$ cat src/rtl/reg_scoreboard_if.sv
// ----------------------------------------------------------------------------
// reg_scoreboard_if
//   Bundle between the decode/writeback pipeline and the register scoreboard.
//
//   master (pipeline side) drives:
//     issue_valid, issue_wb_en, issue_dest  - instruction presented at decode
//     src1, src2, src1_used, src2_used      - its source operands
//     wb_valid, wb_dest                     - register-file write this cycle
//   slave (scoreboard side) drives:
//     stall, busy1, busy2                   - combinational hazard status
//     pending_total                         - registered sum of pending writes
//     err_underflow                         - sticky writeback-underflow flag
// ----------------------------------------------------------------------------
interface reg_scoreboard_if;
    logic       issue_valid;
    logic       issue_wb_en;
    logic [4:0] issue_dest;
    logic [4:0] src1;
    logic [4:0] src2;
    logic       src1_used;
    logic       src2_used;
    logic       wb_valid;
    logic [4:0] wb_dest;

    logic       stall;
    logic       busy1;
    logic       busy2;
    logic [6:0] pending_total;
    logic       err_underflow;

    modport master (
        output issue_valid, issue_wb_en, issue_dest,
        output src1, src2, src1_used, src2_used,
        output wb_valid, wb_dest,
        input  stall, busy1, busy2, pending_total, err_underflow
    );

    modport slave (
        input  issue_valid, issue_wb_en, issue_dest,
        input  src1, src2, src1_used, src2_used,
        input  wb_valid, wb_dest,
        output stall, busy1, busy2, pending_total, err_underflow
    );
endinterface

$ cat src/rtl/reg_scoreboard.sv
// ----------------------------------------------------------------------------
// reg_scoreboard
//   Per-register pending-write counters for an in-order issue pipeline.
//   Each architectural register 1..31 counts the writes issued to it that
//   have not yet written back; register 0 is hardwired and never busy.
//   A source with a non-zero count is busy; a destination whose count is
//   saturated stalls issue so that no counter can wrap.
//
// Ports:
//   clk  - clock, all state updates on the rising edge
//   rst  - asynchronous, active-high reset; clears all pending state
//   sb   - reg_scoreboard_if.slave (issue, writeback and status signals)
//
// Parameters:
//   CNT_W - counter width; up to 2**CNT_W-1 writes in flight per register
// ----------------------------------------------------------------------------
module reg_scoreboard #(
    parameter int CNT_W = 2
) (
    input  logic             clk,
    input  logic             rst,
    reg_scoreboard_if.slave  sb
);

    localparam logic [CNT_W-1:0] CNT_MAX = '1;

    // Entry 0 exists only so the array can be indexed directly by a 5-bit
    // register number; it is held at zero and folds away in synthesis.
    logic [CNT_W-1:0] cnt_q [32];
    logic [CNT_W-1:0] cnt_d [32];
    logic [6:0]       total_q, total_d;
    logic             err_q, err_d;

    logic busy1, busy2, dest_full, stall;
    logic inc_en, dec_en, underflow;

    // NOTE: every signal assigned in always_comb gets a default value first,
    // so no path leaves it unassigned and no latch is inferred.
    always_comb begin
        // No writeback bypass: the register file writes on the edge, so a
        // same-cycle read still sees the old value and must still wait.
        busy1     = (sb.src1 != 5'd0) && (cnt_q[sb.src1] != '0);
        busy2     = (sb.src2 != 5'd0) && (cnt_q[sb.src2] != '0);
        dest_full = sb.issue_wb_en && (sb.issue_dest != 5'd0)
                    && (cnt_q[sb.issue_dest] == CNT_MAX);
        stall     = sb.issue_valid && ((sb.src1_used && busy1) ||
                                       (sb.src2_used && busy2) ||
                                       dest_full);

        inc_en    = sb.issue_valid && !stall && sb.issue_wb_en
                    && (sb.issue_dest != 5'd0);
        dec_en    = sb.wb_valid && (sb.wb_dest != 5'd0)
                    && (cnt_q[sb.wb_dest] != '0);
        underflow = sb.wb_valid && (sb.wb_dest != 5'd0)
                    && (cnt_q[sb.wb_dest] == '0);

        cnt_d[0] = '0;
        for (int r = 1; r < 32; r++) begin
            cnt_d[r] = cnt_q[r];
            // Increment and decrement of the same register cancel out.
            if (inc_en && (sb.issue_dest == 5'(r)) &&
                !(dec_en && (sb.wb_dest == 5'(r))))
                cnt_d[r] = cnt_q[r] + 1'b1;
            else if (dec_en && (sb.wb_dest == 5'(r)) &&
                     !(inc_en && (sb.issue_dest == 5'(r))))
                cnt_d[r] = cnt_q[r] - 1'b1;
        end

        // Summed from the next-state counters so the registered total
        // matches the counters after the same edge.
        total_d = '0;
        for (int r = 1; r < 32; r++)
            total_d = total_d + 7'(cnt_d[r]);

        err_d = err_q || underflow;
    end

    // NOTE: sequential state uses non-blocking assignments only, so every
    // register samples the pre-edge values regardless of statement order.
    always_ff @(posedge clk or posedge rst) begin
        if (rst) begin
            // NOTE: the counter array is reset deliberately; an in-flight
            // write from before reset must never keep a register busy.
            for (int r = 0; r < 32; r++)
                cnt_q[r] <= '0;
            total_q <= '0;
            err_q   <= 1'b0;
        end else begin
            for (int r = 0; r < 32; r++)
                cnt_q[r] <= cnt_d[r];
            total_q <= total_d;
            err_q   <= err_d;
        end
    end

    assign sb.stall         = stall;
    assign sb.busy1         = busy1;
    assign sb.busy2         = busy2;
    assign sb.pending_total = total_q;
    assign sb.err_underflow = err_q;

endmodule

$ cat src/flat_wrapper.sv
// flat-port wrapper written by rule: the top's interface ports become plain ports
module reg_scoreboard_flat 
#(
    parameter int CNT_W = 2
)
  (clk, rst, sb_issue_valid, sb_issue_wb_en, sb_issue_dest, sb_src1, sb_src2, sb_src1_used, sb_src2_used, sb_wb_valid, sb_wb_dest, sb_stall, sb_busy1, sb_busy2, sb_pending_total, sb_err_underflow);
  reg_scoreboard_if sb_i ();
  input  logic clk;
  input  logic rst;
  input wire logic [$bits(sb_i.issue_valid)-1:0] sb_issue_valid;
  input wire logic [$bits(sb_i.issue_wb_en)-1:0] sb_issue_wb_en;
  input wire logic [$bits(sb_i.issue_dest)-1:0] sb_issue_dest;
  input wire logic [$bits(sb_i.src1)-1:0] sb_src1;
  input wire logic [$bits(sb_i.src2)-1:0] sb_src2;
  input wire logic [$bits(sb_i.src1_used)-1:0] sb_src1_used;
  input wire logic [$bits(sb_i.src2_used)-1:0] sb_src2_used;
  input wire logic [$bits(sb_i.wb_valid)-1:0] sb_wb_valid;
  input wire logic [$bits(sb_i.wb_dest)-1:0] sb_wb_dest;
  output wire logic [$bits(sb_i.stall)-1:0] sb_stall;
  output wire logic [$bits(sb_i.busy1)-1:0] sb_busy1;
  output wire logic [$bits(sb_i.busy2)-1:0] sb_busy2;
  output wire logic [$bits(sb_i.pending_total)-1:0] sb_pending_total;
  output wire logic [$bits(sb_i.err_underflow)-1:0] sb_err_underflow;
  assign sb_i.issue_valid = sb_issue_valid;
  assign sb_i.issue_wb_en = sb_issue_wb_en;
  assign sb_i.issue_dest = sb_issue_dest;
  assign sb_i.src1 = sb_src1;
  assign sb_i.src2 = sb_src2;
  assign sb_i.src1_used = sb_src1_used;
  assign sb_i.src2_used = sb_src2_used;
  assign sb_i.wb_valid = sb_wb_valid;
  assign sb_i.wb_dest = sb_wb_dest;
  assign sb_stall = sb_i.stall;
  assign sb_busy1 = sb_i.busy1;
  assign sb_busy2 = sb_i.busy2;
  assign sb_pending_total = sb_i.pending_total;
  assign sb_err_underflow = sb_i.err_underflow;
  reg_scoreboard #(.CNT_W(CNT_W)) u_core (.clk(clk), .rst(rst), .sb(sb_i));
endmodule
$ cat config.mk
export PLATFORM = sky130hd
export DESIGN_NAME = reg_scoreboard_flat
export DESIGN_NICKNAME = d
export VERILOG_FILES = /design/src/rtl/reg_scoreboard_if.sv /design/src/rtl/reg_scoreboard.sv /design/src/flat_wrapper.sv
export SDC_FILE = /design/constraint.sdc
export NUM_CORES = 1
export LEC_CHECK = 0
export ABC_AREA = 0
export CAP_MARGIN = 25
export CORE_MARGIN = 4
export CORE_UTILIZATION = 60
export CTS_CLUSTER_SIZE = 10
export DETAILED_ROUTE_END_ITERATION = 10
export PLACE_DENSITY = 0.8
export SLEW_MARGIN = 20
export SYNTH_ARGS = -nofsm -noshare
export SYNTH_HDL_FRONTEND = slang
export SYNTH_SLANG_ARGS = --single-unit
$ cat constraint.sdc
create_clock -name clk -period 16.15 [get_ports clk]
set_input_delay 2.4225 -clock clk [delete_from_list [all_inputs] [get_ports clk]]
set_output_delay 2.4225 -clock clk [all_outputs]
set_load 0.02 [all_outputs]
==> reports/metrics.csv, run 1 <==
metric;value;unit
result of the run;finished clean;
largest fanout on the critical path;56;
data required time at the worst endpoint;16.39;ns
share of the cycle needed by the critical path after routing;0.689;
class of the tightest hold or removal check;flip-flop to flip-flop;
DPL Wire Length;18400;um
Async S/R FF share, synth;1.00;
startpoint class of the critical path;primary input;
prevailing post-synth register cell;sky130_fd_sc_hd__dfrtp_1;
starting density of the core;0.613;
number of vias per cell;6.61;
iteration-0 DRC count of the detailed router;806;
DRC violation count after routing;0;
total CTS buffers;9;
dominant cell by count in the synthesized netlist;sky130_fd_sc_hd__nor2_1;
Mapped Avg Cell Area;8.90;sq um
largest area contributor in the netlist;sky130_fd_sc_hd__dfrtp_1;
global routing usage summed across all routing layers;0.347;
Clock Root Buffer;sky130_fd_sc_hd__clkbuf_16;
WP data arrival;11.37;ns
clock slew seen by the registers of the worst setup and hold paths;0.06;ns
area of the mapped netlist;7400;sq um
transition at the pin with the smallest max-transition slack;0.959;ns
RSZ-0062 raised after global routing;no;
via count of the first global-routing pass;6664;
Post-Synthesis Cells;831;
number of distinct standard cells referenced by the synthesized netlist;68;
share of layout cells above drive strength 1;0.0658;
Initial DRT Pass Iterations;6;
area of the die;14200;sq um
TritonCTS clock tree;done;
largest net degree at the start of global routing;71;
cts hold-fix bufs;0;
count of standard-cell rows;40;
clock latency reported for the late side of the worst-skew pair;0.35;ns
leading cell types by count after synthesis;79 x sky130_fd_sc_hd__nor2_1, 72 x sky130_fd_sc_hd__nand2_1, 70 x sky130_fd_sc_hd__dfrtp_1, 67 x sky130_fd_sc_hd__inv_1, 57 x sky130_fd_sc_hd__fa_1;
number of enable flip-flop cells after synthesis;0;
Yosys top cell area share;0.237;
number of port buffers;37;
antenna violations before repair;0;
Setup violations, final;0;
number of pins exceeding their max-slew limit in the final report;0;
Critical Path End Type;flip-flop;
part of the Yosys area used for sequential elements;0.237;
max-cap viol count;0;
detailed-route via count;6731;
Synth Register Bits;70;
I/O Pins;38;
wirelength, routed;24000;um
number of buffers between clock root and the deepest sink;2;
Post-CTS Setup Repair Bufs;0;
net total in the final layout;942;
area inside the core boundary;12100;sq um
synthesis warning total;0;
Net Count, Synth;927;
last weighted congestion value of the routability-driven placer;1.02;
hold violation count in the final report;0;
remaining antenna violation count after routing;0;
number of gates given a new drive strength after cts;0;
H-tree depth;3;
first-pass GRT wire length;37600;um
maximum achievable frequency;0.0899;GHz
placed cell areas;7880;sq um
cell types occupying the most area after synthesis;sky130_fd_sc_hd__dfrtp_1 24%, sky130_fd_sc_hd__fa_1 15%, sky130_fd_sc_hd__mux4_2 5.8%;
vertical die dimension;119;um
aggregate negative setup slack;0;ns
mean routed wirelength per cell;23.6;um
Clock Skews;0.00611;ns
Layout Area Growth over Synthesis;11.2;%
Clock Sinks;70;
category of the most critical setup path;primary input to flip-flop;
total overflow reported by the global router;0;
x dimension of the die;119;um
Ant. Diodes;0;
summed area of non-filler cells in the final layout;8230;sq um
remaining max-slew budget at the tightest pin;0.360;
post-route minimum period;11.13;ns
utilization of the core after routing;0.682;
==> placed cells by master, fill, tap and decap left out, types with 7 or more instances in the layout <==
| cell | instances |
|---|---|
| sky130_fd_sc_hd__fa_1 | 57 |
| sky130_fd_sc_hd__nand2b_1 | 11 |
| sky130_fd_sc_hd__nand3_1 | 33 |
| sky130_fd_sc_hd__ha_1 | 12 |
| sky130_fd_sc_hd__dfrtp_1 | 70 |
| sky130_fd_sc_hd__nor3_1 | 33 |
| sky130_fd_sc_hd__mux4_2 | 19 |
| sky130_fd_sc_hd__nand4_1 | 28 |
| sky130_fd_sc_hd__inv_1 | 66 |
| sky130_fd_sc_hd__o2111ai_1 | 28 |
| sky130_fd_sc_hd__nor2_1 | 79 |
| sky130_fd_sc_hd__clkdlybuf4s50_1 | 37 |
| sky130_fd_sc_hd__and2_1 | 33 |
| sky130_fd_sc_hd__or2_2 | 7 |
| sky130_fd_sc_hd__nor2b_1 | 12 |
| sky130_fd_sc_hd__o211ai_1 | 8 |
| sky130_fd_sc_hd__and3_1 | 15 |
| sky130_fd_sc_hd__a21boi_0 | 8 |
| sky130_fd_sc_hd__buf_4 | 7 |
| sky130_fd_sc_hd__nand2_1 | 72 |
| sky130_fd_sc_hd__clkbuf_16 | 9 |
| sky130_fd_sc_hd__a21oi_1 | 12 |
| sky130_fd_sc_hd__xor2_1 | 26 |
| sky130_fd_sc_hd__xnor2_1 | 43 |
| sky130_fd_sc_hd__nand3b_1 | 7 |
| sky130_fd_sc_hd__o21ai_0 | 30 |
==> per-stage QoR <==
stage / cells / hold slack [ns] / setup slack, ns
after floorplan: 831 / 0.519 / 5.91
after global placement: 1002 / 0.451 / 4.83
after detailed placement: 1002 / 0.462 / 4.75
after CTS: 1018 / 0.475 / 5.12
after global routing: 1019 / 0.507 / 4.57
final: 1019 / 0.476 / 5.02
==> kinds of logic after synthesis <==
group | count (synthesis) | share of synthesized area
compound gates | 132 | 0.132
xor+xnor | 72 | 0.0911
fa+ha+maj | 69 | 0.175
buf+inv | 111 | 0.0585
flops | 70 | 0.237
mux | 25 | 0.0661
simple gates | 352 | 0.241
==> worst paths after layout <==
check	slack (ns)	end	depth (start not counted)	start
min in group asynchronous	2.50	u_core.sb.pending_total[4]$_DFF_PP0_	3	rst
hold / removal	0.48	u_core.sb.err_underflow$_DFF_PP0_	1	u_core.sb.err_underflow$_DFF_PP0_
max in group asynchronous	13.09	u_core.cnt_q[28]$_DFF_PP0_	4	rst
hold reg to reg	0.48	u_core.sb.err_underflow$_DFF_PP0_	1	u_core.sb.err_underflow$_DFF_PP0_
setup reg to reg	7.33	u_core.sb.pending_total[6]$_DFF_PP0_	25	u_core.cnt_q[56]$_DFF_PP0_
setup / recovery	5.02	u_core.sb.pending_total[6]$_DFF_PP0_	26	sb_src1[1]
==> cell type report <==
cell class | count | area, sq um
multi-input cells | 650 | 5230
inverters | 70 | 263
clock inverters | 6 | 93.8
fillers | 938 | 3830
repair buffers | 45 | 443
flip-flops and latches | 70 | 1750
clock buffers | 10 | 239
well taps | 168 | 210
==> sequential cells by signal, indices dropped and copies added (netlist names) <==
name / count
u_core.sb.pending_total: 7
u_core.sb.err_underflow: 1
u_core.cnt_q: 62
==> per-layer routing <==
metal | vias to the layer above | part of all wire | GRT usage
li1 | 2961 | - | -
met1 | 3287 | 0.39 | 0.454
met2 | 402 | 0.47 | 0.550
met3 | 81 | 0.094 | 0.0812
met4 | 0 | 0.046 | 0.161
met5 | - | 0 | 0
==> worst max-delay path: stages <==
cell	delay, ns
sky130_fd_sc_hd__clkdlybuf4s50_1	0.71
sky130_fd_sc_hd__inv_1	0.24
sky130_fd_sc_hd__mux4_2	0.40
sky130_fd_sc_hd__nor3b_1	0.06
sky130_fd_sc_hd__o41ai_1	0.61
sky130_fd_sc_hd__or2_2	0.22
sky130_fd_sc_hd__buf_4	0.51
sky130_fd_sc_hd__nand4_1	0.21
sky130_fd_sc_hd__xnor2_1	0.19
sky130_fd_sc_hd__ha_1	0.21
sky130_fd_sc_hd__fa_1	0.54
sky130_fd_sc_hd__inv_1	0.07
sky130_fd_sc_hd__fa_1	0.50
sky130_fd_sc_hd__fa_1	0.52
sky130_fd_sc_hd__fa_1	0.52
sky130_fd_sc_hd__fa_1	0.53
sky130_fd_sc_hd__fa_1	0.52
sky130_fd_sc_hd__fa_1	0.53
sky130_fd_sc_hd__fa_1	0.55
sky130_fd_sc_hd__inv_1	0.07
sky130_fd_sc_hd__fa_1	0.45
sky130_fd_sc_hd__a21o_1	0.20
sky130_fd_sc_hd__a21oi_1	0.22
sky130_fd_sc_hd__nor2b_1	0.08
sky130_fd_sc_hd__o21ai_0	0.15
sky130_fd_sc_hd__nand2b_1	0.07
Power of run 1 is left out: the tool's default activity adds up to more than one toggle a clock period on the data nets, which glitch-free logic cannot reach.
==> run 2, diff against run 1 <==
Settings changed: CORE_UTILIZATION 60 to 56, PLACE_DENSITY 0.8 to 0.78.
Clock period 16.15 ns to 9.46 ns, I/O delays scaled along.
==> reports/metrics.csv, run 2 (synthesized netlist as in run 1, its figures left out) <==
metric;value;unit
Layout Area Growth over Synthesis;19.4;%
class of the tightest hold or removal check;flip-flop to flip-flop;
buffers plus inverters on the worst setup path;5;
I/O Pins;38;
Setup violations, final;0;
category of the most critical setup path;primary input to flip-flop;
remaining antenna violation count after routing;0;
count of standard-cell rows;41;
count of fill cells added during filler insertion;1020;
detailed-route via count;7152;
area inside the core boundary;12800;sq um
maximum achievable frequency;0.109;GHz
Critical Path End Type;flip-flop;
Crit path top cell by count;sky130_fd_sc_hd__fa_1;
number of buffers between clock root and the deepest sink;2;
Worst R2R Path Depth;24;
worst slack at placement;-0.237;ns
TritonCTS clock tree;done;
largest fanout on the critical path;5;
top register by number of flip-flops;u_core.cnt_q;
Clock Skews;0.00640;ns
area of the die;15100;sq um
net total in the final layout;1012;
starting density of the core;0.579;
WP data arrival;9.38;ns
max-cap viol count;0;
global routing usage summed across all routing layers;0.370;
first-pass GRT wire length;41200;um
share of the cycle needed by the critical path after routing;0.965;
post-route minimum period;9.13;ns
startpoint class of the critical path;primary input;
share of layout cells above drive strength 1;0.143;
Clock Sinks;70;
iteration-0 DRC count of the detailed router;955;
last weighted congestion value of the routability-driven placer;1.08;
cell with the largest stage delay on the worst path;sky130_fd_sc_hd__fa_1;
hold violation count in the final report;0;
data required time at the worst endpoint;9.70;ns
total overflow reported by the global router;0;
wirelength, routed;26600;um
mean routed wirelength per cell;24.4;um
slack of the worst reg-to-reg path;1.36;ns
max reg flops;62;
combined area of the multi-input logic cells;5250;sq um
DRC violation count after routing;0;
placed cell areas;8460;sq um
commonest non-fill, non-tap cells in the layout;79 x sky130_fd_sc_hd__nor2_1, 72 x sky130_fd_sc_hd__nand2_1, 72 x sky130_fd_sc_hd__buf_4;
vertical die dimension;123;um
origin of the critical flop-to-flop path;u_core.cnt_q[52]$_DFF_PP0_;
DPL Wire Length;20700;um
Worst Hold Path Cells;1;
number of vias per cell;6.54;
number of pins exceeding their max-slew limit in the final report;0;
cts hold-fix bufs;0;
commonest non-fill, non-tap cell in the layout;sky130_fd_sc_hd__nor2_1;
H-tree depth;3;
final worst hold slack;0.470;ns
antenna violations before repair;0;
transition at the pin with the smallest max-transition slack;0.654;ns
post-route setup slack;0.327;ns
result of the run;finished clean;
Clock Root Buffer;sky130_fd_sc_hd__clkbuf_16;
remaining max-slew budget at the tightest pin;0.563;
largest incremental delay on the critical path;0.58;ns
via count of the first global-routing pass;7205;
Ant. Diodes;0;
worst reg2reg endpoint;u_core.sb.pending_total[6]$_DFF_PP0_;
area occupied by registers;1750;sq um
Largest delay share family, worst path;adder cells;
critical hold path startpoint;u_core.sb.err_underflow$_DFF_PP0_;
clock slew seen by the registers of the worst setup and hold paths;0.06;ns
largest net degree at the start of global routing;71;
clock latency reported for the late side of the worst-skew pair;0.35;ns
Initial DRT Pass Iterations;5;
Post-CTS Setup Repair Bufs;0;
summed area of non-filler cells in the final layout;8840;sq um
total CTS buffers;9;
sink of the worst hold path;u_core.sb.err_underflow$_DFF_PP0_;
x dimension of the die;123;um
number of port buffers;37;
placed cell count;1076;
Post-Layout Cell Count;1093;
run 2: cell count changes in the layout (fill, tap and decap cells not counted), sizes merged:
cell and change:
buf +70, clkinv -3, clkinvlp +2, inv +2, clkbuf -1, clkdlybuf4s50 -1, dlygate4sd2 +1
run 2: metal layers:
metal | global-route usage | part of all wire | up-vias
li1 | - | - | 3103
met1 | 0.497 | 0.39 | 3468
met2 | 0.564 | 0.45 | 472
met3 | 0.104 | 0.11 | 109
met4 | 0.161 | 0.052 | 0
met5 | 0 | 0 | -
run 2: layout make-up:
class / instances / area share
multi-input combinational: 650 / 0.593
sequential: 70 / 0.198
timing repair buffer: 115 / 0.116
inverter: 70 / 0.0306
clock buffer: 9 / 0.0255
tap: 172 / 0.0243
clock inverter: 7 / 0.0116
run 2: timing repair:
action / in CTS / in global routing
pin swaps: 0 / 5
gates resized for setup: 1 / 7
cloned: 0 / 0
endpoints found under the setup margin: 1 / 4
run 2: how the worst max path moves through the flow:
stage          slack (ns)  depth (start not counted)     startpoint                                   end
2_1_floorplan        0.22                         26     sb_src2[0]  u_core.sb.pending_total[6]$_DFF_PP0_
3_3_place_gp        -0.16                         24  sb_wb_dest[2]  u_core.sb.pending_total[6]$_DFF_PP0_
3_5_place_dp        -0.24                         24  sb_wb_dest[2]  u_core.sb.pending_total[6]$_DFF_PP0_
4_1_cts              0.08                         26     sb_src2[1]  u_core.sb.pending_total[6]$_DFF_PP0_
5_1_grt             -0.03                         27     sb_src2[0]  u_core.sb.pending_total[6]$_DFF_PP0_
6_report             0.33                         26     sb_src2[0]  u_core.sb.pending_total[6]$_DFF_PP0_
run 2: worst reg2reg max path: cells and delay by family, from the launching register on:
| family | cells | cell delay, ns |
|---|---|---|
| muxes | 2 | 0.95 |
| buffers and inverters | 2 | 0.14 |
| AOI/OAI and AO/OA | 4 | 0.84 |
| adders and majority gates | 10 | 4.87 |
| xor gates and xnor gates | 1 | 0.11 |
| DFF | 1 | 0.44 |
| and+or+nand+nor | 5 | 0.67 |
run 2: per-stage QoR:
stage / util / TNS [ns]
after floorplan: - / 0
after global routing: 0.692 / -0.0258
after global placement: 0.662 / -0.258
after detailed placement: 0.662 / -0.549
after CTS: 0.688 / 0
final: 0.692 / 0
Power of run 2 is left out for the same reason.
